[config.mk]
export PLATFORM = sky130hd
export DESIGN_NAME = serial_addsub_ctrl
export DESIGN_NICKNAME = d
export VERILOG_FILES = /design/src/rtl/serial_addsub_ctrl_pkg.sv /design/src/rtl/serial_addsub_ctrl_addsub_cell.sv /design/src/rtl/serial_addsub_ctrl.sv
export SDC_FILE = /design/constraint.sdc
export NUM_CORES = 1
export LEC_CHECK = 0
export ABC_AREA = 1
export CORE_MARGIN = 10
export CORE_UTILIZATION = 50
export CTS_CLUSTER_DIAMETER = 200
export DETAILED_ROUTE_END_ITERATION = 8
export GPL_ROUTABILITY_DRIVEN = 0
export GPL_TIMING_DRIVEN = 0
export PLACE_DENSITY = 0.81
export SETUP_SLACK_MARGIN = 0.4
export SLEW_MARGIN = 15
export SYNTH_ARGS = -nofsm -noshare
export SYNTH_HDL_FRONTEND = slang
export SYNTH_SLANG_ARGS = --single-unit
[constraint.sdc]
create_clock -name clk -period 2.9 [get_ports clk]
set_input_delay 0.58 -clock clk [delete_from_list [all_inputs] [get_ports clk]]
set_output_delay 0.58 -clock clk [all_outputs]
set_load 0.005 [all_outputs]
[src/rtl/serial_addsub_ctrl_pkg.sv]
// rtl/serial_addsub_ctrl_pkg.sv - shared encodings for the bit-serial add/sub controller
//
// Purpose: state and operation encodings shared by the controller and its bench.
// Ports:   none (package).
package serial_addsub_ctrl_pkg;

  typedef enum logic [1:0] {
    ST_IDLE = 2'd0,
    ST_RUN  = 2'd1,
    ST_DONE = 2'd2
  } state_t;

  typedef enum logic {
    OP_ADD = 1'b0,
    OP_SUB = 1'b1
  } op_t;

endpackage

[src/rtl/serial_addsub_ctrl_addsub_cell.sv]
// rtl/serial_addsub_ctrl_addsub_cell.sv - combinational 1-bit add/subtract cell
//
// Purpose: one full-adder bit whose B input is conditionally inverted, so a
//          carry-in of 1 together with sel=1 yields A + ~B + 1 = A - B.
// Ports:
//   a, b  in   operand bits
//   cin   in   carry in
//   sel   in   0 = add, 1 = subtract (inverts b)
//   s     out  sum bit
//   cout  out  carry out
module addsub_cell (
  input  logic a,
  input  logic b,
  input  logic cin,
  input  logic sel,
  output logic s,
  output logic cout
);

  logic bx;

  assign bx   = b ^ sel;
  assign s    = a ^ bx ^ cin;
  assign cout = (a & bx) | (a & cin) | (bx & cin);

endmodule

[src/rtl/serial_addsub_ctrl.sv]
// rtl/serial_addsub_ctrl.sv - bit-serial adder/subtractor controller
//
// Purpose: sequences a single addsub_cell over a WIDTH-bit operand pair, LSB
//          first, one bit per clock, keeping the inter-bit carry in a flop.
// Ports:
//   clk     in   rising-edge clock
//   rst_n   in   synchronous active-low reset
//   start   in   request, sampled only while idle
//   a, b    in   WIDTH-bit operands, sampled with start
//   sub     in   0 = A+B, 1 = A-B, sampled with start
//   busy    out  high from the accepting edge until back in IDLE
//   done    out  one-cycle pulse; result/cout/ovf are new in that cycle
//   result  out  WIDTH-bit sum/difference, modulo 2^WIDTH
//   cout    out  carry out of the MSB (for sub: 1 = no borrow)
//   ovf     out  signed overflow
module serial_addsub_ctrl
  import serial_addsub_ctrl_pkg::*;
#(
  parameter int WIDTH = 8
) (
  input  logic             clk,
  input  logic             rst_n,
  input  logic             start,
  input  logic [WIDTH-1:0] a,
  input  logic [WIDTH-1:0] b,
  input  logic             sub,
  output logic             busy,
  output logic             done,
  output logic [WIDTH-1:0] result,
  output logic             cout,
  output logic             ovf
);

  localparam int CW = $clog2(WIDTH);

  state_t           state;
  state_t           state_nx;
  logic             busy_nx;
  logic             done_nx;

  logic [WIDTH-1:0] sa;
  logic [WIDTH-1:0] sb;
  logic [WIDTH-1:0] sr;
  logic             carry;
  op_t              op;
  logic [CW-1:0]    cnt;

  logic             last_bit;
  logic             cell_s;
  logic             cell_c;
  logic             c_msb_in;

  assign last_bit = (cnt == CW'(WIDTH - 1));

  // On the last bit the carry flop holds the carry into the MSB; overflow is
  // the disagreement between carry into and carry out of the MSB.
  assign c_msb_in = carry;

  addsub_cell u_cell (
    .a    (sa[0]),
    .b    (sb[0]),
    .cin  (carry),
    .sel  (op == OP_SUB),
    .s    (cell_s),
    .cout (cell_c)
  );

  // State register; busy/done are registered copies of the next-state decode
  // so no input reaches an output combinationally.
  always_ff @(posedge clk) begin
    if (!rst_n) begin
      state <= ST_IDLE;
      busy  <= 1'b0;
      done  <= 1'b0;
    end else begin
      state <= state_nx;
      busy  <= busy_nx;
      done  <= done_nx;
    end
  end

  // Next-state logic
  always_comb begin
    state_nx = state;
    case (state)
      ST_IDLE: if (start)    state_nx = ST_RUN;
      ST_RUN:  if (last_bit) state_nx = ST_DONE;
      ST_DONE:               state_nx = ST_IDLE;
      default:               state_nx = ST_IDLE;
    endcase
  end

  // Output decode
  always_comb begin
    busy_nx = (state_nx != ST_IDLE);
    done_nx = (state_nx == ST_DONE);
  end

  // Datapath: operand shifters, carry, counter, result capture
  always_ff @(posedge clk) begin
    if (!rst_n) begin
      sa     <= '0;
      sb     <= '0;
      sr     <= '0;
      carry  <= 1'b0;
      op     <= OP_ADD;
      cnt    <= '0;
      result <= '0;
      cout   <= 1'b0;
      ovf    <= 1'b0;
    end else begin
      case (state)
        ST_IDLE: begin
          if (start) begin
            sa    <= a;
            sb    <= b;
            op    <= sub ? OP_SUB : OP_ADD;
            // Carry-in of 1 supplies the +1 of the two's-complement negate.
            carry <= sub;
            cnt   <= '0;
          end
        end
        ST_RUN: begin
          sr    <= {cell_s, sr[WIDTH-1:1]};
          sa    <= sa >> 1;
          sb    <= sb >> 1;
          carry <= cell_c;
          cnt   <= cnt + CW'(1);
          if (last_bit) begin
            // The final sum bit is folded in here so result is complete on
            // the same edge that enters DONE.
            result <= {cell_s, sr[WIDTH-1:1]};
            cout   <= cell_c;
            ovf    <= cell_c ^ c_msb_in;
          end
        end
        default: begin
        end
      endcase
    end
  end

endmodule
---- After elaboration in Yosys (flattened, before gate mapping) ----
Index checks and enable logic that the tools add are counted.
word-level totals
  flip-flop bits (word level) ............. 43
  bits in latches ......................... 0
  memory bits (writable) .................. 0
  bits in read-only memories .............. 0
  input bits .............................. 20
  output and inout port bits .............. 12
  logic and storage cells ................. 44
  memories kept ........................... 0
cells by class
  $add $sub $neg .......................... 1
  multipliers ............................. 0
  divide/modulo/power cells ............... 0
  $lt $le $gt $ge ......................... 0
  eq/ne operators ......................... 4
  shifts and indexed selects .............. 0
  mux-type cells .......................... 12
  bitwise logic cells ..................... 9
  reduce and logical (&&, ||, !) cells .... 6
operators with widths
  kind                                                                    number
  8-bit case mux with 2 select lines                                      2
  8-bit 2-to-1 mux                                                        2
  3-bit case mux with 2 select lines                                      1
  2-bit AND reduction                                                     3
  2-bit 2-to-1 mux                                                        2
  2-bit case mux with 2 select lines                                      1
  2-bit nonzero test                                                      2
  1-bit XOR                                                               4
  3-bit by 1-bit adder with 3-bit output (second input constant)          1
  1-bit bitwise AND                                                       3
  3-bit equality test (second input constant)                             1
  3-bit 2-to-1 mux                                                        1
  2-bit by 1-bit equality test with 1-bit output (second input constant)  1
  2-bit equality test (second input constant)                             1
  2-bit zero test                                                         1
  1-bit 2-to-1 mux                                                        2
  2-bit inequality test (second input constant)                           1
  1-bit OR                                                                2
  1-bit case mux with 2 select lines                                      1

---- Longest topological paths before layout ----
  depth after elaboration ................. 5
  gate-level depth with buffers ........... 7
  gate-level depth less buffers ........... 7

---- By module ----
A second synthesis with hierarchy kept.
second synthesis, totals
  cell total of the unflattened synthesis .. 251
  area, all modules ....................... 1859.3 µm²
by module, submodules not included
  module              instances  cells each  area an instance (µm²)  sequential area each (µm²)
  serial_addsub_ctrl  1          241         1805.5                  840.8
  addsub_cell         1          10          53.8                    0.0

---- Least setup slack after synthesis ----
Ideal clock, no wire load.
  path kind ............................... in2reg
  from .................................... input port rst_n
  to ...................................... register busy
  setup time .............................. 0.128 ns
  data arrival time ....................... 1.182 ns
  required time ........................... 2.772 ns
  path slack .............................. 1.590 ns
  stages .................................. 4
  path buffers ............................ 2
  cell sequence ........................... clkbuf_2 -> inv_1 -> buf_1 -> nor2_1
RTL lines
  item                  RTL line                  source
  from (decl)           serial_addsub_ctrl.sv:22  input logic rst_n,
  to (signal assigned)  serial_addsub_ctrl.sv:77  busy <= busy_nx;
  to (decl)             serial_addsub_ctrl.sv:27  output logic busy,
No word-level cell between the ends.

---- Final worst setup path ----
  from .................................... register ovf
  to ...................................... output port ovf
RTL lines
  item                    RTL line                   source
  from (decl)             serial_addsub_ctrl.sv:31   output logic ovf
  from (signal assigned)  serial_addsub_ctrl.sv:134  ovf <= cell_c ^ c_msb_in;
No word-level cell between the ends.

==> impl_results.md <==
* Crit-path cells: clkdlybuf4s50_1
* Clock Latency Late Sink at 290 ps
* Least-Margin Pin Slew at 498.0 ps
* Register area at roughly 840 sq um
* Worst R2R Path Depth at 7
* Cell family with most CP delay: buffers and inverters
* Post-Synthesis Cell Area at 1832 sq um
* Share of layout cells above drive strength 1 at 9.059%
* WP buf/inv at 1
* CTS tree: built
* Min Tclk post-route at 1708 ps
* Total die area at 6484 sq um
* N_diodes at 0
* Fmax at roughly 590 MHz
* DIE HEIGHT at 80.53 um
* Max Transition Viols Final at 0
* Worst r2r dst: result[7]$_SDFFE_PN0P_
* Post-DRT Antenna Nets at 0
* Critical Path Start: ovf$_SDFFE_PN0P_
* # IOs at 32
* Clk root buf: clkbuf_8
* Final period util at 58.88%
* First-pass GRT wire length at 7155 um
* Crit. path cell count at 1
* Worst setup SP type: flop
* Fin nets at 309
* Cells after synthesis at 249
* Htree depth at 2
* DP Wirelength at roughly 3000 um
* Antenna violations before repair at 0
* CP max FO at 2
* Final Setup Violations at 0
* Flops & latches, synth at 42
* Distinct cells, synth at 20
* Num CTS Buffers at 5
* Pin count of the biggest net entering global routing at 13
* # fillers at approximately 310
* R2R Path Start: cnt[0]$_SDFFE_PN0P_
* Relative slew slack at between 60% and 70%
* Worst hold-check path type: flop to flop
* Fin util at 66.27%
* CTS resizes at 0
* Syn-to-layout area delta at 24.52%
* Setup repair bufs after CTS at 0
* # Max-Cap Violations at 0
* First DRT Iteration DRCs at 118
* Seq/Total Area, Yosys at a little under half
* Syn nets at 272
* Grt total ovfl at 0
* LEAKAGE at 1.017 nW
* Synthesized area per cell at 7.356 sq um
* Power Density at 510.3 nW/um^2
* CP peak stage delay at 510 ps
* Gr usage total at a little over an eighth
* Drt first pass iters at 4
* Clock sinks at 42
* Vias in the first global route at between 1.5k and 2k
* Core ar. at about 3400 sq um
* Unrepaired setup endpoints after global routing: no
* Hold_buf cts at 0
* Core Rows at 21
* Area of the multi-input gates at around 740 sq um
* Reg2Reg Setup Slack at 1470 ps
* Longest Clk Path Bufs at 2
* Worst path arrival time at 1130 ps
* CP endpoint kind: primary output
* Worst setup path endpoint: ovf
* Initial Utilization at 53.22%
* DR vias at 1682
* Peak VDD IR at between 0.4 and 0.5 mV
* Die width at 80.53 um
* Worst Path Class, Setup: flop to primary output
* Slowest library cell on the worst path: clkdlybuf4s50_1
* Final Hold Fails at 0
* Per-cell routed wire length at 12.47 um
* Run status: finished clean
* Port Buf Inserts at 30
* Reg clk slew, reported paths at roughly 70 ps
* WL final at approximately 4200 um
* Yosys warns at 0
* Vias per inst at approximately 5
* Worst Skew at between 8 and 9 ps
* DRC viols at 0
* Post-route setup TNS at 0 ps
* Crit path required time at 2320 ps
## report_power, final
part	internal, W	switching (W)	leakage, nW
clock	0.000192	0.000188	0.0482
combinational	0.0000748	0.0000867	0.625
sequential	0.000607	0.0000153	0.344
## kinds of logic (layout without fill, tap and decap cells)
| family | after synthesis | after routing | share of synthesized area, % |
|---|---|---|---|
| AND/OR/NAND/NOR | 100 | 100 | 24.39 |
| buffers and inverters | 56 | 94 | 13.73 |
| AO/OA/AOI/OAI | 46 | 46 | 12.57 |
| flip-flops | 42 | 42 | 45.90 |
| adder cells (fa/ha/maj) | 3 | 3 | 2.459 |
| XOR/XNOR | 2 | 2 | 0.9565 |
## cells in the final DEF, fill, tap and decap left out, drive strengths merged, types with 2 or more instances in the layout
| cell type | synthesis | routed |
|---|---|---|
| nand3 | 47 | 47 |
| dfxtp | 42 | 42 |
| inv | 40 | 40 |
| clkdlybuf4s50 | 0 | 30 |
| nand2 | 30 | 30 |
| a21oi | 29 | 29 |
| nor2 | 22 | 22 |
| o21ai | 17 | 17 |
| buf | 15 | 15 |
| clkbuf | 1 | 8 |
| ha | 2 | 2 |
## synth_stat cells
library cell,n,area [sq um]
fa_1,1,20.02
o21ai_0,17,85.08
buf_6,2,22.52
buf_4,5,37.54
xnor2_1,1,8.760
xor2_1,1,8.760
buf_1,3,11.26
ha_1,2,25.02
inv_2,2,7.510
nand2_2,3,18.77
clkbuf_2,1,5.000
and3_1,1,6.260
inv_1,38,142.6
nand2_1,27,101.4
dfxtp_1,42,840.8
a21oi_1,29,145.1
nor2_2,1,6.260
buf_2,5,25.02
nand3_1,47,235.2
nor2_1,21,78.83
## flip-flops by register name (all words and copies together) (netlist names)
name and count:
done 1, busy 1, sr 7, cout 1
op 1, cnt 3, result 8, ovf 1
c_msb_in 1, state 2, sa 8, sb 8
## worst min-delay path by stage
stage | depth (start not counted) | startpoint | end | slack, ps
after floorplan | 1 | cnt[0]$_SDFFE_PN0P_ | cnt[0]$_SDFFE_PN0P_ | 430
after global placement | 1 | cnt[0]$_SDFFE_PN0P_ | cnt[0]$_SDFFE_PN0P_ | 450
after detailed placement | 2 | result[7]$_SDFFE_PN0P_ | result[7]$_SDFFE_PN0P_ | 450
after CTS | 2 | result[7]$_SDFFE_PN0P_ | result[7]$_SDFFE_PN0P_ | 470
after global routing | 2 | cnt[2]$_SDFFE_PN0P_ | cnt[2]$_SDFFE_PN0P_ | 490
final | 2 | result[7]$_SDFFE_PN0P_ | result[7]$_SDFFE_PN0P_ | 470
## per-stage QoR
| stage | hold WS (ps) | std cells | cell area (sq um) | power (W) | setup WS [ps] |
|---|---|---|---|---|---|
| floorplan | 428.5 | 249 | 1832 | 0.0007399 | 1590 |
| global placement | 450.3 | 325 | 2190 | 0.0007909 | 1043 |
| detailed placement | 452.5 | 325 | 2190 | 0.0007952 | 1042 |
| CTS | 471.0 | 333 | 2281 | 0.001165 | 1175 |
| global route | 494.2 | 333 | 2281 | 0.001213 | 1135 |
| finish | 468.5 | 333 | 2281 | 0.001164 | 1192 |
## routing by layer
metal	vias up	GRT usage (%)	part of all wire [%]
met1	768	15.75	45
met3	2	3.341	6.4
met4	0	4.754	0.87
met5	-	0	0
li1	867	-	-
met2	45	22.37	48
## area by class of cell
type	instances	share of cell area [%]
Sequential cell	42	36.86
Timing Repair Buffer	30	13.17
Buffer	16	4.443
Clock buffer	7	3.785
Inverter	40	6.583
Clock inverter	1	0.2194
Tap cell	46	2.523
Multi-Input combinational cell	151	32.42
Note: power is estimated with default switching activity, not from simulation.
